===== config.mk =====
export PLATFORM = sky130hd
export DESIGN_NAME = egress_ptr_queue_flat
export DESIGN_NICKNAME = d
export VERILOG_FILES = /design/src/rtl/mem_pkg.sv /design/src/rtl/egress_ptr_queue_if.sv /design/src/rtl/egress_ptr_queue.sv /design/src/flat_wrapper.sv
export SDC_FILE = /design/constraint.sdc
export NUM_CORES = 1
export LEC_CHECK = 0
export BUFFER_PORTS_ARGS = -buffer_cell sky130_fd_sc_hd__buf_2
export CAP_MARGIN = 40
export CORE_MARGIN = 2
export CORE_UTILIZATION = 35
export DETAILED_ROUTE_END_ITERATION = 10
export PLACE_DENSITY_LB_ADDON = 0.08
export SYNTH_ARGS = -nofsm -noshare
export SYNTH_HDL_FRONTEND = slang
export SYNTH_SLANG_ARGS = --single-unit

===== constraint.sdc =====
create_clock -name clk -period 2.6 [get_ports clk]
set_input_delay 0.52 -clock clk [delete_from_list [all_inputs] [get_ports clk]]
set_output_delay 0.52 -clock clk [all_outputs]
set_load 0.01 [all_outputs]

===== src/rtl/mem_pkg.sv =====
// mem_pkg: buffer-memory constants shared by the datapath blocks.
//   ADDR_W : width of a buffer-memory start pointer.
package mem_pkg;
  localparam int ADDR_W = 10;
endpackage


===== src/rtl/egress_ptr_queue_if.sv =====
// egress_ptr_queue_if: groups the enqueue side and the per-port egress
// handshake of egress_ptr_queue.
//   master : the environment (forwarding translator + egress readers);
//            drives write_reqs_i, start_ptrs_i and egress_ready_i.
//   slave  : the queue block; drives the egress head, occupancy and drop status.
// Handshake (per port p): egress_valid_o[p] says the head is present,
// egress_ready_i[p] says the reader takes it; a pop happens on a clock edge
// where both are high. egress_ptr_o[p] holds steady while valid is high and
// ready is low. egress_ready_i may be high while valid is low (no effect).
interface egress_ptr_queue_if #(
  parameter int NUM_PORTS = 4,
  parameter int DEPTH     = 16,
  parameter int ADDR_W    = mem_pkg::ADDR_W
);
  localparam int CNT_W = $clog2(DEPTH + 1);

  logic [NUM_PORTS-1:0] write_reqs_i;
  logic [ADDR_W-1:0]    start_ptrs_i [NUM_PORTS-1:0];
  logic [NUM_PORTS-1:0] egress_valid_o;
  logic [ADDR_W-1:0]    egress_ptr_o [NUM_PORTS-1:0];
  logic [NUM_PORTS-1:0] egress_ready_i;
  logic [CNT_W-1:0]     count_o [NUM_PORTS-1:0];
  logic [NUM_PORTS-1:0] full_o;
  logic [NUM_PORTS-1:0] drop_o;
  logic [15:0]          drop_count_o [NUM_PORTS-1:0];

  modport master (
    output write_reqs_i, start_ptrs_i, egress_ready_i,
    input  egress_valid_o, egress_ptr_o, count_o, full_o, drop_o, drop_count_o
  );

  modport slave (
    input  write_reqs_i, start_ptrs_i, egress_ready_i,
    output egress_valid_o, egress_ptr_o, count_o, full_o, drop_o, drop_count_o
  );
endinterface


===== src/rtl/egress_ptr_queue.sv =====
// egress_ptr_queue: one independent first-word-fall-through FIFO of frame
// start pointers per egress port. A flood (several strobes in one cycle)
// enqueues the same-cycle pointers into each strobed port.
//
// Ports:
//   clk   : clock
//   rst_n : asynchronous active-low reset (released synchronously upstream)
//   q     : egress_ptr_queue_if.slave -- enqueue strobes/pointers, egress
//           valid/ready/pointer, occupancy, full, drop pulse, drop counters.
//
// Parameters: NUM_PORTS ports, DEPTH entries per port (power of 2, >= 2),
// ADDR_W pointer width.
//
// Build option: define EGRESS_DROP_STATS_EN to build a saturating 16-bit
// drop counter per port; otherwise drop_count_o is tied to zero.
module egress_ptr_queue #(
  parameter int NUM_PORTS = 4,
  parameter int DEPTH     = 16,
  parameter int ADDR_W    = mem_pkg::ADDR_W
) (
  input logic               clk,
  input logic               rst_n,
  egress_ptr_queue_if.slave q
);
  localparam int PTR_W = $clog2(DEPTH);
  localparam int CNT_W = $clog2(DEPTH + 1);

  for (genvar p = 0; p < NUM_PORTS; p++) begin : g_port
    logic [ADDR_W-1:0] mem [DEPTH];
    logic [PTR_W-1:0]  rd_ptr;
    logic [PTR_W-1:0]  wr_ptr;
    logic [CNT_W-1:0]  count;
    logic              drop_q;
    logic              full;
    logic              push;
    logic              pop;
    logic              accept;
    logic              reject;

    assign full   = (count == CNT_W'(DEPTH));
    assign push   = q.write_reqs_i[p];
    assign pop    = (count != '0) && q.egress_ready_i[p];
    // A pop in the same cycle frees the slot the push is about to use.
    assign accept = push && (!full || pop);
    assign reject = push && full && !pop;

    // Storage carries no reset; validity is governed solely by count.
    always_ff @(posedge clk) begin
      if (accept) begin
        mem[wr_ptr] <= q.start_ptrs_i[p];
      end
    end

    always_ff @(posedge clk or negedge rst_n) begin
      if (!rst_n) begin
        rd_ptr <= '0;
        wr_ptr <= '0;
        count  <= '0;
        drop_q <= 1'b0;
      end else begin
        // Pointers are PTR_W bits wide, so +1 wraps modulo DEPTH.
        if (accept) wr_ptr <= wr_ptr + PTR_W'(1);
        if (pop)    rd_ptr <= rd_ptr + PTR_W'(1);
        if (accept && !pop) begin
          count <= count + CNT_W'(1);
        end else if (pop && !accept) begin
          count <= count - CNT_W'(1);
        end
        drop_q <= reject;
      end
    end

`ifdef EGRESS_DROP_STATS_EN
    logic [15:0] drop_cnt;

    // Updates on the same edge that raises drop_q, so both are seen together.
    always_ff @(posedge clk or negedge rst_n) begin
      if (!rst_n) begin
        drop_cnt <= '0;
      end else if (reject && (drop_cnt != 16'hFFFF)) begin
        drop_cnt <= drop_cnt + 16'd1;
      end
    end

    assign q.drop_count_o[p] = drop_cnt;
`else
    assign q.drop_count_o[p] = '0;
`endif

    // All status outputs come from registered state only.
    assign q.egress_valid_o[p] = (count != '0);
    assign q.egress_ptr_o[p]   = mem[rd_ptr];
    assign q.count_o[p]        = count;
    assign q.full_o[p]         = full;
    assign q.drop_o[p]         = drop_q;
  end
endmodule

===== src/flat_wrapper.sv =====
// flat-port wrapper written by rule: the top's interface ports become plain ports
module egress_ptr_queue_flat 
#(
  parameter int NUM_PORTS = 4,
  parameter int DEPTH     = 16,
  parameter int ADDR_W    = mem_pkg::ADDR_W
)
  (clk, rst_n, q_write_reqs_i, q_start_ptrs_i, q_egress_ready_i, q_egress_valid_o, q_egress_ptr_o, q_count_o, q_full_o, q_drop_o, q_drop_count_o);
  egress_ptr_queue_if #(.NUM_PORTS(NUM_PORTS), .DEPTH(DEPTH), .ADDR_W(ADDR_W)) q_i ();
  input logic clk;
  input logic rst_n;
  input wire logic [$bits(q_i.write_reqs_i)-1:0] q_write_reqs_i;
  input wire logic [$bits(q_i.start_ptrs_i)-1:0] q_start_ptrs_i;
  input wire logic [$bits(q_i.egress_ready_i)-1:0] q_egress_ready_i;
  output wire logic [$bits(q_i.egress_valid_o)-1:0] q_egress_valid_o;
  output wire logic [$bits(q_i.egress_ptr_o)-1:0] q_egress_ptr_o;
  output wire logic [$bits(q_i.count_o)-1:0] q_count_o;
  output wire logic [$bits(q_i.full_o)-1:0] q_full_o;
  output wire logic [$bits(q_i.drop_o)-1:0] q_drop_o;
  output wire logic [$bits(q_i.drop_count_o)-1:0] q_drop_count_o;
  assign q_i.write_reqs_i = q_write_reqs_i;
  assign q_i.start_ptrs_i = {>>{q_start_ptrs_i}};
  assign q_i.egress_ready_i = q_egress_ready_i;
  assign q_egress_valid_o = q_i.egress_valid_o;
  assign q_egress_ptr_o = {>>{q_i.egress_ptr_o}};
  assign q_count_o = {>>{q_i.count_o}};
  assign q_full_o = q_i.full_o;
  assign q_drop_o = q_i.drop_o;
  assign q_drop_count_o = {>>{q_i.drop_count_o}};
  egress_ptr_queue #(.NUM_PORTS(NUM_PORTS), .DEPTH(DEPTH), .ADDR_W(ADDR_W)) u_core (.clk(clk), .rst_n(rst_n), .q(q_i));
endmodule

Word-level counts from Yosys, hierarchy flattened --
Memory sizes are Yosys's and may differ from the RTL's. Cells that the tools add are included.
Cells by class: $add $sub $neg 16, multiply operators 0, divide/modulo/power cells 0, $lt $le $gt $ge 0, equal/unequal tests 4, shift-type cells 0, multiplexer cells 16, bitwise operators 0, reduce and logical (&&, ||, !) cells 48
Operator list (number):
- 5-bit 2-to-1 mux | 8
- 4-bit by 1-bit adder with 4-bit output (second input constant) | 8
- 1-bit logical AND | 24
- 5-bit by 1-bit adder with 5-bit output (second input constant) | 4
- 5-bit == test (second input constant) | 4
- 5-bit nonzero test | 4
- 5-bit by 1-bit subtractor with 5-bit output (second input constant) | 4
- 1-bit logical NOT | 12
- 1-bit 2-to-1 mux | 8
- 2-bit nonzero test | 4
- 1-bit logical OR | 4
Word-level totals: register bits 56, bits in latches 0, bits in writable memories 640, ROM bits 0, bits of input ports 50, output and inout port bits 136, word-level logic and storage cells 104, memories 4
Memory list:
- u_core.g_port[0].mem | words 16, bits a word 10, read ports 1, clocked after Yosys merged registers in 0, wr ports 1, line egress_ptr_queue.sv:29 | logic [ADDR_W-1:0] mem [DEPTH];
- u_core.g_port[1].mem | words 16, bits a word 10, read ports 1, clocked after Yosys merged registers in 0, wr ports 1, line egress_ptr_queue.sv:29
- u_core.g_port[2].mem | words 16, bits a word 10, read ports 1, clocked after Yosys merged registers in 0, wr ports 1, line egress_ptr_queue.sv:29
- u_core.g_port[3].mem | words 16, bits a word 10, read ports 1, clocked after Yosys merged registers in 0, wr ports 1, line egress_ptr_queue.sv:29

Logic depth before layout (Yosys ltp) --
Gate-level depths: netlist (run 1).
word-level depth 8, depth in mapped cells 12, depth with buffers taken out 12

Least setup slack after synthesis (run 1) --
Ideal clock, no wire load.
path type reg-to-reg, start point register u_core.g_port[0].count[1], end point register u_core.g_port[0].count[4], library setup time 127 ps, arrival time 2525 ps, data required time 2473 ps, setup slack -52 ps, cell stages (with the launch flop) 13, buffers on the path 0, clock period less this slack 2652 ps, cells stage by stage dfrtp_1 > nor4_2 > nand2b_1 > and2_1 > inv_1 > ha_1 > inv_1 > fa_1 > a21o_1 > a21oi_1 > xnor2_1 > nor2_1 > xor2_1
On the way: longest elaborated chain between the ends 7, elaborated cells on any way between the ends 15, classes of those cells add/sub: 2; eq/ne: 1; mux: 2; reduce/logical: 10
RTL lines:
- start: declaration | line egress_ptr_queue.sv:32 | logic [CNT_W-1:0] count;
- start signal: assignment | line egress_ptr_queue.sv:65 | count <= count + CNT_W'(1);
- start signal: assignment | line egress_ptr_queue.sv:67 | count <= count - CNT_W'(1);
- 5-bit nonzero test *
- net q_egress_valid_o[0] | line flat_wrapper.sv:15 | output wire logic [$bits(q_i.egress_valid_o)-1:0] q_egress_valid_o;
- 1-bit logical AND * | line egress_ptr_queue.sv:42 | assign pop = (count != '0) && q.egress_ready_i[p];
- 1-bit logical OR | line egress_ptr_queue.sv:44 | assign accept = push && (!full || pop);
- 1-bit logical AND | line egress_ptr_queue.sv:44
- 1-bit logical NOT | line egress_ptr_queue.sv:66 | end else if (pop && !accept) begin
- 1-bit logical AND | line egress_ptr_queue.sv:66
- 2-bit nonzero test (no source line)
The timed path passes the listed nets; every way through them passes the cells marked *. The select of a mux whose other input is x is not followed. A chain may end at the register's enable or synchronous reset.

Worst setup path in the final report (run 1) --
start point register u_core.g_port[2].rd_ptr[0], end point output port q_egress_ptr_o[28]
On the way: longest elaborated chain between the ends 1
RTL lines:
- start: declaration | line egress_ptr_queue.sv:30 | logic [PTR_W-1:0] rd_ptr;
- start signal: assignment | line egress_ptr_queue.sv:63 | if (pop) rd_ptr <= rd_ptr + PTR_W'(1);
- memory read 16 x 10 bit
- end: declaration | line flat_wrapper.sv:16 | output wire logic [$bits(q_i.egress_ptr_o)-1:0] q_egress_ptr_o;
Every way passes these cells.

==> results of run 1 <==
[layer usage]
metal	share of wire, %	global-route usage (%)	vias to the layer above	routed length (µm)
li1	-	-	6856	-
met5	0	0	-	0
met2	47	25.0	291	31600
met4	2.3	4.42	0	1540
met1	47	22.9	7723	31800
met3	3.9	2.88	107	2620
[cell usage in the layout, fill, tap and decap left out, types with 5 or more instances in the layout]
| cell type | n |
|---|---|
| and2_1 | 36 |
| a21oi_2 | 20 |
| clkbuf_16 | 86 |
| buf_2 | 110 |
| dfrtp_2 | 6 |
| nor3_1 | 9 |
| a22oi_2 | 28 |
| clkinv_1 | 14 |
| mux4_2 | 80 |
| a21oi_1 | 28 |
| dfrtp_1 | 46 |
| nor3b_1 | 8 |
| mux2_2 | 41 |
| a22oi_1 | 12 |
| buf_6 | 24 |
| o21ai_0 | 42 |
| inv_2 | 7 |
| inv_1 | 20 |
| ha_1 | 31 |
| buf_4 | 128 |
| a21o_1 | 7 |
| xnor2_1 | 34 |
| nand2_2 | 15 |
| o21ai_2 | 8 |
| nor2_1 | 30 |
| clkbuf_1 | 23 |
| bufinv_16 | 6 |
| mux2i_1 | 119 |
| buf_16 | 6 |
| xor2_1 | 8 |
| a221oi_2 | 35 |
| clkinv_2 | 9 |
| edfxtp_1 | 640 |
| nand2b_1 | 8 |
| o21ai_1 | 44 |
| conb_1 | 64 |
| a221oi_1 | 5 |
| nand2_1 | 75 |
| buf_12 | 15 |
[flip-flops by register name, indices dropped and copies added, names as in the netlist]
| name | count |
|---|---|
| u_core.g_port.mem | 640 |
| u_core.g_port.count | 20 |
| u_core.g_port.rd_ptr | 16 |
| u_core.g_port.wr_ptr | 16 |
| u_core.g_port.drop_q | 4 |
[timing repair]
action | 4_1_cts | 5_1_grt
gates cloned | 6 | 7
setup buffers | 14 | 19
pin swaps | 27 | 48
hold endpoints to repair | 56 | 0
resized for setup | 59 | 155
hold buffers | 1 | 0
setup endpoints to repair | 41 | 47
[worst register-to-register path: stages, from the launching register on]
cell,delay (ns)
dfrtp_1,0.40
nor4_2,0.32
nand2_1,0.14
o21a_1,0.20
ha_2,0.20
inv_1,0.16
ha_4,0.24
a21o_1,0.18
a21oi_1,0.17
mux2i_1,0.23
xnor2_1,0.13
[worst paths after layout]
check,end,slack (ns),cells past startpoint
max reg2reg,u_core.g_port[3].count[4],0.16,10
min,u_core.g_port[2].drop_q,0.09,2
min in group asynchronous,u_core.g_port[3].drop_q,0.26,2
max in group asynchronous,u_core.g_port[2].count[1],1.81,3
max,q_egress_ptr_o[28],-0.33,5
min reg2reg,u_core.g_port[2].count[4],0.51,1
[where the power goes]
part	switching [mW]	total [mW]	internal, mW	leakage [nW]
registers	0.903	14.6	13.7	6.45
logic	8.07	15.1	7.07	4.70
clock network	4.42	10.7	6.26	1.21
total	13.4	40.4	27.0	12.4
[through the flow]
stage	std cells	power (mW)	setup WS [ns]
after CTS	3025	39.5	-0.404
after detailed placement	2861	27.6	0.0122
after global routing	3050	42.6	-0.446
final	3050	40.4	-0.329
after global placement	2847	27.4	0.0325
after floorplan	1694	22.5	-0.00107
[layout make-up]
type	instances	area (µm²)	share of cell area, %
flip-flops and latches	696	20600	59.3
multi-input cells	828	7730	22.2
repair buffers	294	2510	7.22
clock buffers	103	2080	5.97
well taps	1060	1330	3.81
clock inverters	40	414	1.19
inverters	28	108	0.309
diodes	1	2.50	0.00719
[cells by family (layout without fill, tap and decap cells)]
family | count (synthesis) | in the layout
flip-flops | 696 | 696
buffers and inverters | 170 | 465
AO/OA/AOI/OAI | 234 | 234
XOR/XNOR | 42 | 42
adder cells (fa/ha/maj) | 40 | 40
AND/OR/NAND/NOR | 204 | 204
multiplexers | 244 | 244
other | 1 | 65
==> metrics.md, run 1 <==
| Metric | Value |
|---|---|
| Worst EP arrival | 2.41 ns |
| Vias per cell | a little under 5 |
| Max Slew Vio Count | 0 |
| WHS | about 0.093 ns |
| Placed cell area | just over 0.03 mm² |
| Core Util, Final | between 40% and 50% |
| Top cells by count, synth | 640 x edfxtp_1, 122 x mux2i_1, 94 x o21ai_0 |
| Multiplexer share of the synthesized area | 12.2% |
| Total negative setup slack | -10.27 ns |
| Top-count cell post-synth | edfxtp_1 |
| CTS tree | built |
| Synth async-reset ratio | between 8 and 9% |
| IO buf count | 121 |
| Worst path required time | 2.08 ns |
| #FFs+latches synth | between 600 and 700 |
| H-tree depth | 3 |
| Num rows | ~100 |
| CP Launch Type | flip-flop |
| Synth Area in XOR/XNOR | 1.29% |
| Chip Width | 290 µm |
| Power per cell area | 1160 mW/mm² |
| Crit path max fanout | 8 |
| Synth-to-layout area growth | 21.9% |
| Ys flop type | edfxtp_1 |
| CTS root buf | clkbuf_16 |
| Critical path endpoint category | output port |
| DR DRC count | 0 |
| Mapped Area | 0.0286 mm² |
| Max_cap viols | 0 |
| GPL Wtd Cong | ~0.74 |
| Clk_lat worst skew | ~0.62 ns |
| GR Util All Layers | between 10% and 20% |
| RSZ-0062 raised after global routing | yes |
| Largest cells by area after synthesis | edfxtp_1 67%, mux4_2 6.3%, dfrtp_1 4.9%, mux2i_1 4.3%, buf_4 2.4% |
| Synth unique cells | 38 |
| Vias in the first global route | between 15,000 and 20,000 |
| Total CTS buffers | 78 |
| Total global routing overflow | 0 |
| R2R Path Start | u_core.g_port[3].count[2] |
| Largest net degree at the start of global routing | 56 |
| Yosys warning count | 0 |
| CP delay by family, top | flip-flops |
| Crit Path Class | reg -> out |
| Violated checks | setup timing |
| Clock buffer depth | 3 |
| Slew margin rel. | about 53% |
| Synth area leader | edfxtp_1 |
| Antenna Nets Post-Route | 0 |
| Nets | just over 2,000 |
| Simple-gate share of the synthesized area | about 3.5% |
| Worst ir drop on vdd | about 0.6 mV |
| Setup-failing EPs final | 40 |
| WL/cell | between 20 and 25 µm |
| Share of cells above drive strength 1 | about a third |
| Cell count after synthesis | between 1,500 and 2,000 |
| Iter 0 DRT Violations | ~930 |
| Final wirelength | ~68,000 µm |
| Syn avg cell area | 17.5 µm² |
| Area share of the largest cell type after synthesis | about two thirds |
| Register area share after synthesis | 72.2% |
| Leakage | ~12 nW |
| CP startpoint | u_core.g_port[2].rd_ptr[0] |
| EDFF count, synth | 640 |
| Worst path buffer plus inverter count | 2 |
| Die Height | a little under 300 µm |
| Core ar. | 0.0807 mm² |
| Largest family of logic cells by synthesized area | multiplexers |
| Initial antenna violation count | 3 |
| First-pass GRT wire length | 98,700 µm |
| Routed vias | roughly 15,000 |
| Fillers | approximately 7,200 |
| Setup Skew | ~0.025 ns |
| CTS Sinks | around 700 |
| Critical path's largest stage delay | about 0.6 ns |
| Worst path cell trace | buf_12 -> mux4_2 -> a22oi_2 -> nand2_1 -> buf_2 |
| Die ar. | 0.0839 mm² |
| Adder-cell share of the synthesized area | 1.86% |
| Post-route cell area | 0.0348 mm² |
| Final Hold Vio Count | 0 |
| Fmax | roughly 340 MHz |
| Compound-Gate Fraction of Synth Area | between 5 and 6% |
| Worst path slowest cell | dfrtp_4 |
| Slew @ Worst Pin | 0.700 ns |
| Clock transition at the registers of the reported paths | about 0.06 ns |
| Final min period | ~2.9 ns |
| IO Pins | around 190 |
| Crit share post-route | 113% |
| Initial Util | 35.4% |
| Dpl hpwl | approximately 43,000 µm |
| Status | finished with violations |
| Setup WS post-layout | -0.329 ns |
| First-pass iteration count of the detailed router | 4 |
| Hold Crit Class | in -> reg |
| Hold wc startpoint | q_egress_ready_i[2] |
Note: power is estimated with default switching activity, not from simulation.
==> inputs of run 2 (changes only) <==
--- a/config.mk
+++ b/config.mk
@@ -5,6 +5,7 @@
 export SDC_FILE = /design/constraint.sdc
 export NUM_CORES = 1
 export LEC_CHECK = 0
+export ABC_AREA = 1
 export BUFFER_PORTS_ARGS = -buffer_cell sky130_fd_sc_hd__buf_2
 export CAP_MARGIN = 40
 export CORE_MARGIN = 2
==> metrics.md, run 2 <==
| Metric | Value |
|---|---|
| Vias in the first global route | 20,615 |
| #FFs+latches synth | approximately 700 |
| Worst path required time | about 2.1 ns |
| Post-route cell area | just under 0.04 mm² |
| Max Slew Vio Count | 0 |
| Setup WS post-layout | -0.0945 ns |
| Worst EP arrival | 2.17 ns |
| H-tree depth | 3 |
| Clock transition at the registers of the reported paths | 0.06 ns |
| Status | finished with violations |
| Post-Layout Cell Count | ~4,600 |
| Register area share after synthesis | about 66% |
| Violated checks | setup timing |
| Vias per cell | 4.65 |
| Max reg flops | between 600 and 700 |
| Final min period | approximately 2.7 ns |
| CTS Sinks | between 600 and 700 |
| Leakage | roughly 16 nW |
| Syn avg cell area | 10.0 µm² |
| IO Pins | 186 |
| Int Pwr | ~27 mW |
| CTS tree | built |
| CTS root buf | clkbuf_16 |
| Synth unique cells | 25 |
| Area share of the largest cell type after synthesis | 61.5% |
| RSZ-0062 raised after global routing | yes |
| GPL Wtd Cong | between 0.7 and 0.8 |
| Reg with most FFs | u_core.g_port.mem |
| Core ar. | 0.0884 mm² |
| Setup-failing EPs final | 36 |
| Max_cap viols | 0 |
| Mapped Area | 0.0313 mm² |
| Clock power share | approximately a quarter |
| Share of cells above drive strength 1 | a little over a fifth |
| Antenna Nets Post-Route | 0 |
| Die Height | 303 µm |
| Chip Width | about 300 µm |
| Yosys warning count | 0 |
| Placement Setup Slack | 0.212 ns |
| Crit Path Class | reg -> out |
| Initial Util | a little over a third |
| Placed cell area | approximately 0.033 mm² |
| Cell count after synthesis | slightly above 3,000 |
| Final Hold Vio Count | 0 |
| EDFF count, synth | 640 |
| Initial antenna violation count | 1 |
| Setup Skew | between 0.02 and 0.025 ns |
| DR DRC count | 0 |
| Nets | approximately 3,500 |
| Comb power frac | approximately 43% |
| Total negative setup slack | -1.62 ns |
| Crit path max fanout | 5 |
| WHS | between 0.15 and 0.2 ns |
| Routed vias | between 20,000 and 25,000 |
| Total CTS buffers | between 80 and 90 |
| DP Cell Count | roughly 4,400 |
| Ys flop type | edfxtp_1 |
| Num rows | around 110 |
| Clk_lat worst skew | 0.63 ns |
| Fmax | 371 MHz |
| Critical path endpoint category | output port |
| Die ar. | 0.0917 mm² |
| Final wirelength | just under 90,000 µm |
| IO buf count | roughly 120 |
| Total global routing overflow | 0 |
| Power per cell area | between 1000 and 1500 mW/mm² |
| Core Util, Final | about 44% |
| Synth async-reset ratio | around 8% |
| GR Util All Layers | ~18% |
| Top-count cell post-synth | nand2_1 |
| Synth area leader | edfxtp_1 |
| First-pass GRT wire length | 126,000 µm |
| Worst ir drop on vdd | 0.568 mV |
| Largest net degree at the start of global routing | 47 |
| CP Launch Type | flip-flop |
| First-pass iteration count of the detailed router | 5 |
| Sw Ratio | around two fifths |
| # diodes | 0 |
| Clock buffer depth | 3 |
| P_sw | 16.9 mW |
| Commonest cells after routing, fill and taps aside | 1,032 x nand2_1, 640 x edfxtp_1, 328 x inv_1, 209 x nor2_1, 209 x nand3_1 |
| Largest cells by area after synthesis | edfxtp_1 61%, nand2_1 14%, nand3_1 4.7%, dfrtp_1 4.5%, inv_1 4.0% |
| Synth-to-layout area growth | 23.9% |
| Iter 0 DRT Violations | about 1,400 |
| PnR Total Power | between 40 and 50 mW |
| Sequential fraction of design power | roughly 32% |
| Dpl hpwl | slightly above 50,000 µm |
| Commonest non-fill, non-tap cell in the layout | nand2_1 |
| Crit share post-route | 104% |
| Top Registers | u_core.g_port.mem x640, u_core.g_port.count x20 |
| Hold Crit Class | in -> reg |
| Top cells by count, synth | 1,154 x nand2_1, 640 x edfxtp_1, 331 x inv_1 |
| WL/cell | ~19 µm |
==> run 2: cell count changes after synthesis, sizes merged, moves of 54 or more <==
| cell | delta |
|---|---|
| nor3 | +54 |
| mux4 | -80 |
| o21ai | -82 |
| nand2 | +1070 |
| nor2 | +236 |
| buf | +64 |
| mux2i | -122 |
| inv | +312 |
| nand3 | +290 |
==> run 2: critical path, cell delays in order, from the launching register on <==
cell	delay (ns)
dfrtp_2	0.45
buf_12	0.14
clkinvlp_4	0.21
clkbuf_16	0.25
nand3_1	0.11
nand3_2	0.11
nand2_2	0.09
nand2_2	0.06
buf_6	0.12
==> run 2: final timing paths <==
path	start	depth (start not counted)	endpoint	slack [ns]
worst max-delay path	u_core.g_port[2].rd_ptr[1]	8	q_egress_ptr_o[29]	-0.09
worst min-delay path	q_egress_ready_i[2]	3	u_core.g_port[2].rd_ptr[3]	0.16
worst max register to register	u_core.g_port[1].count[3]	11	u_core.g_port[1].count[4]	0.25
worst min register to register	u_core.g_port[1].count[0]	1	u_core.g_port[1].count[0]	0.56
max in group asynchronous	rst_n	3	u_core.g_port[0].rd_ptr[0]	1.60
min in group asynchronous	rst_n	2	u_core.g_port[2].rd_ptr[3]	0.34
==> run 2: cell type report <==
class,count,area [µm²]
Multi-Input combinational cell,1936,9320
Clock inverter,32,290
Timing Repair inverter,3,18.8
Fill cell,8414,49700
Sequential cell,696,20600
Tap cell,1165,1460
Timing Repair Buffer,322,3410
Inverter,340,1350
Clock buffer,111,2230
==> run 2: cells by family (layout without fill, tap and decap cells) <==
| logic type | count (synthesis) | count (layout) | share of synthesized area [%] |
|---|---|---|---|
| xor+xnor | 16 | 16 | 0.448 |
| other cells | 1 | 64 | 0.0120 |
| flops | 696 | 696 | 66.0 |
| compound gates | 18 | 18 | 0.288 |
| buf+inv | 542 | 808 | 8.28 |
| fa+ha+maj | 40 | 40 | 1.70 |
| simple gates | 1798 | 1798 | 23.3 |
==> run 2: layer usage <==
metal	up-vias	global-route usage, %	wire [µm]
li1	10465	-	-
met3	108	2.96	4220
met1	10402	24.6	39400
met5	-	0	0
met2	424	30.9	42500
met4	0	4.67	1820
==> run 2: what timing repair did <==
item,in CTS,in global routing
setup buffers,20,13
gates cloned,17,30
hold endpoints to repair,14,0
hold buffers,1,0
gates resized for setup,163,240
endpoints found under the setup margin,40,40
pin swaps,19,120
==> run 2: power groups by stage <==
stage / Combinational, mW / Clock [mW] / Sequential [mW]
global placement: 13.9 / 0 / 14.4
global route: 21.0 / 11.7 / 14.4
CTS: 16.6 / 11.3 / 14.2
floorplan: 9.09 / 0 / 14.2
detailed placement: 13.9 / 0 / 14.4
finish: 19.1 / 11.0 / 14.2
==> inputs of run 3 (changes only) <==
--- a/config.mk
+++ b/config.mk
@@ -11,7 +11,9 @@
 export CORE_MARGIN = 2
 export CORE_UTILIZATION = 35
 export DETAILED_ROUTE_END_ITERATION = 10
+export MAX_ROUTING_LAYER = met4
 export PLACE_DENSITY_LB_ADDON = 0.08
+export RECOVER_POWER = 100
 export SYNTH_ARGS = -nofsm -noshare
 export SYNTH_HDL_FRONTEND = slang
 export SYNTH_SLANG_ARGS = --single-unit
==> metrics.md, run 3 (same netlist as run 2, synthesis figures left out) <==
| Metric | Value |
|---|---|
| Fmax | ~370 MHz |
| Reg with most FFs | u_core.g_port.mem |
| Top Registers | u_core.g_port.mem x640, u_core.g_port.count x20 |
| Worst EP arrival | roughly 2.2 ns |
| Nets | approximately 3,500 |
| Largest net degree at the start of global routing | 47 |
| Share of cells above drive strength 1 | 20.3% |
| DP Cell Count | about 4,400 |
| P_sw | 17.0 mW |
| Iter 0 DRT Violations | about 1,400 |
| Post-Layout Cell Count | 4,608 |
| First-pass GRT wire length | 126,000 µm |
| Hold wc startpoint | q_egress_ready_i[2] |
| Initial antenna violation count | 1 |
| IO buf count | ~120 |
| Initial Util | about 35% |
| Worst ir drop on vdd | 0.568 mV |
| Sw Ratio | 38.2% |
| R2r worst-path depth | 12 |
| Die ar. | between 0.09 and 0.1 mm² |
| Worst path required time | about 2.1 ns |
| Leakage | 16.4 nW |
| Slew @ Worst Pin | roughly 1.2 ns |
| Clk_lat worst skew | around 0.63 ns |
| CP startpoint | u_core.g_port[1].rd_ptr[0] |
| Power per cell area | around 1100 mW/mm² |
| Final wirelength | approximately 88,000 µm |
| Antenna Nets Post-Route | 0 |
| Vias per cell | ~4.7 |
| Chip Width | 303 µm |
| Final Hold Vio Count | 0 |
| GPL Wtd Cong | 0.808 |
| Core ar. | a little under 0.09 mm² |
| Commonest cells after routing, fill and taps aside | 1,029 x nand2_1, 640 x edfxtp_1, 328 x inv_1, 208 x nand3_1, 206 x nor2_1 |
| Setup-failing EPs final | 32 |
| CTS Sinks | around 700 |
| Slew margin rel. | between 15 and 20% |
| Max_cap viols | 0 |
| Dpl hpwl | between 50,000 and 60,000 µm |
| First-pass iteration count of the detailed router | 6 |
| H-tree depth | 3 |
| CTS root buf | clkbuf_16 |
| Critical path endpoint category | output port |
| Total global routing overflow | 0 |
| Violated checks | setup timing |
| Vias in the first global route | between 20,000 and 25,000 |
| Crit Reg-Reg Endpoint | u_core.g_port[1].count[4] |
| Num rows | 109 |
| Crit share post-route | 104% |
| Commonest non-fill, non-tap cell in the layout | nand2_1 |
| IO Pins | approximately 190 |
| Total CTS buffers | between 80 and 90 |
| Max reg flops | 640 |
| Flop-to-flop setup slack | about 0.21 ns |
| Die Height | approximately 300 µm |
| Routed vias | 21,429 |
| Setup WS post-layout | -0.109 ns |
| Sequential fraction of design power | 32.1% |
| Min-Delay Path Depth | 3 |
| Max Slew Vio Count | 0 |
| Status | finished with violations |
| WHS | approximately 0.17 ns |
| # diodes | 0 |
| PnR Total Power | roughly 44 mW |
| RSZ-0062 raised after global routing | yes |
| Synth-to-layout area growth | 23.9% |
| WL/cell | ~19 µm |
| CTS tree | built |
| Crit path max fanout | 7 |
| Int Pwr | roughly 27 mW |
| Clock buffer depth | 3 |
| Clock power share | roughly 25% |
| DR DRC count | 0 |
| Hold Crit Class | in -> reg |
| Setup Skew | approximately 0.024 ns |
| Final min period | between 2 and 3 ns |
| R2R Path Start | u_core.g_port[1].count[3] |
| Hold endpoint | u_core.g_port[2].rd_ptr[3] |
| Clock transition at the registers of the reported paths | ~0.060 ns |
| CP Launch Type | flip-flop |
| Crit Path Class | reg -> out |
| GR Util All Layers | between 10% and 20% |
| Comb power frac | between 40% and 50% |
==> run 3: cell types whose count changed in the layout (fill, tap and decap cells not counted), sizes merged <==
cell / previous run / this run
clkbuf: 134 / 176
buf: 296 / 257
==> run 3: worst max-delay path by stage <==
| stage | to | slack, ns | cells past startpoint |
|---|---|---|---|
| 2_1_floorplan | u_core.g_port[1].count[4] | 0.29 | 13 |
| 3_3_place_gp | u_core.g_port[0].count[4] | 0.21 | 14 |
| 3_5_place_dp | u_core.g_port[0].count[4] | 0.21 | 14 |
| 4_1_cts | q_egress_ptr_o[39] | -0.11 | 8 |
| 5_1_grt | q_egress_ptr_o[37] | -0.19 | 8 |
| 6_report | q_egress_ptr_o[15] | -0.11 | 10 |
==> run 3: area by class of cell <==
cell class,instances,area [µm²]
clock buffers,111,2230
clock inverters,32,290
fillers,8438,49700
inverters,340,1370
multi-input cells,1936,9360
flip-flops and latches,696,20600
well taps,1165,1460
repair buffers,325,3350
repair inverters,3,18.8
==> run 3: per-layer routing <==
layer | wire length [µm] | global-route usage [%] | vias to the layer above
met3 | 4350 | 2.94 | 106
met1 | 39500 | 24.6 | 10399
li1 | - | - | 10466
met2 | 42600 | 31.0 | 458
met4 | 1850 | 4.67 | 0
met5 | 0 | - | -
==> run 3: worst max-delay path, cell delays in order (launching register included) <==
cell	delay (ns)
dfrtp_4	0.57
clkinv_8	0.14
buf_12	0.15
clkbuf_16	0.17
nand2_2	0.05
nand3_1	0.07
nand2_1	0.05
nor2_1	0.12
nand2_1	0.06
nand2_1	0.06
buf_2	0.13
==> run 3: power by group through the flow <==
stage / Sequential, mW / Combinational [mW] / Clock (mW)
floorplan: 14.2 / 9.09 / 0
global placement: 14.4 / 13.9 / 0
detailed placement: 14.4 / 13.9 / 0
CTS: 14.2 / 16.6 / 11.3
global route: 14.4 / 21.1 / 11.7
finish: 14.2 / 19.2 / 11.0
==> run 3: through the flow <==
stage / utilization [%] / setup TNS [ns] / setup WS [ns] / cell area, µm²
floorplan: - / 0 / 0.293 / 31500
global placement: 37.7 / 0 / 0.208 / 33300
detailed placement: 37.7 / 0 / 0.212 / 33300
CTS: 42.0 / -3.04 / -0.112 / 37100
global route: 43.8 / -5.02 / -0.187 / 38700
finish: 43.8 / -1.37 / -0.109 / 38700
==> run 3: timing repair <==
action | in CTS | in global routing
endpoints found under the hold margin | 14 | 0
cloned | 17 | 31
pin swaps | 19 | 108
gates resized for setup | 163 | 263
setup buffers | 20 | 17
hold buffers | 1 | 0
endpoints found under the setup margin | 40 | 40
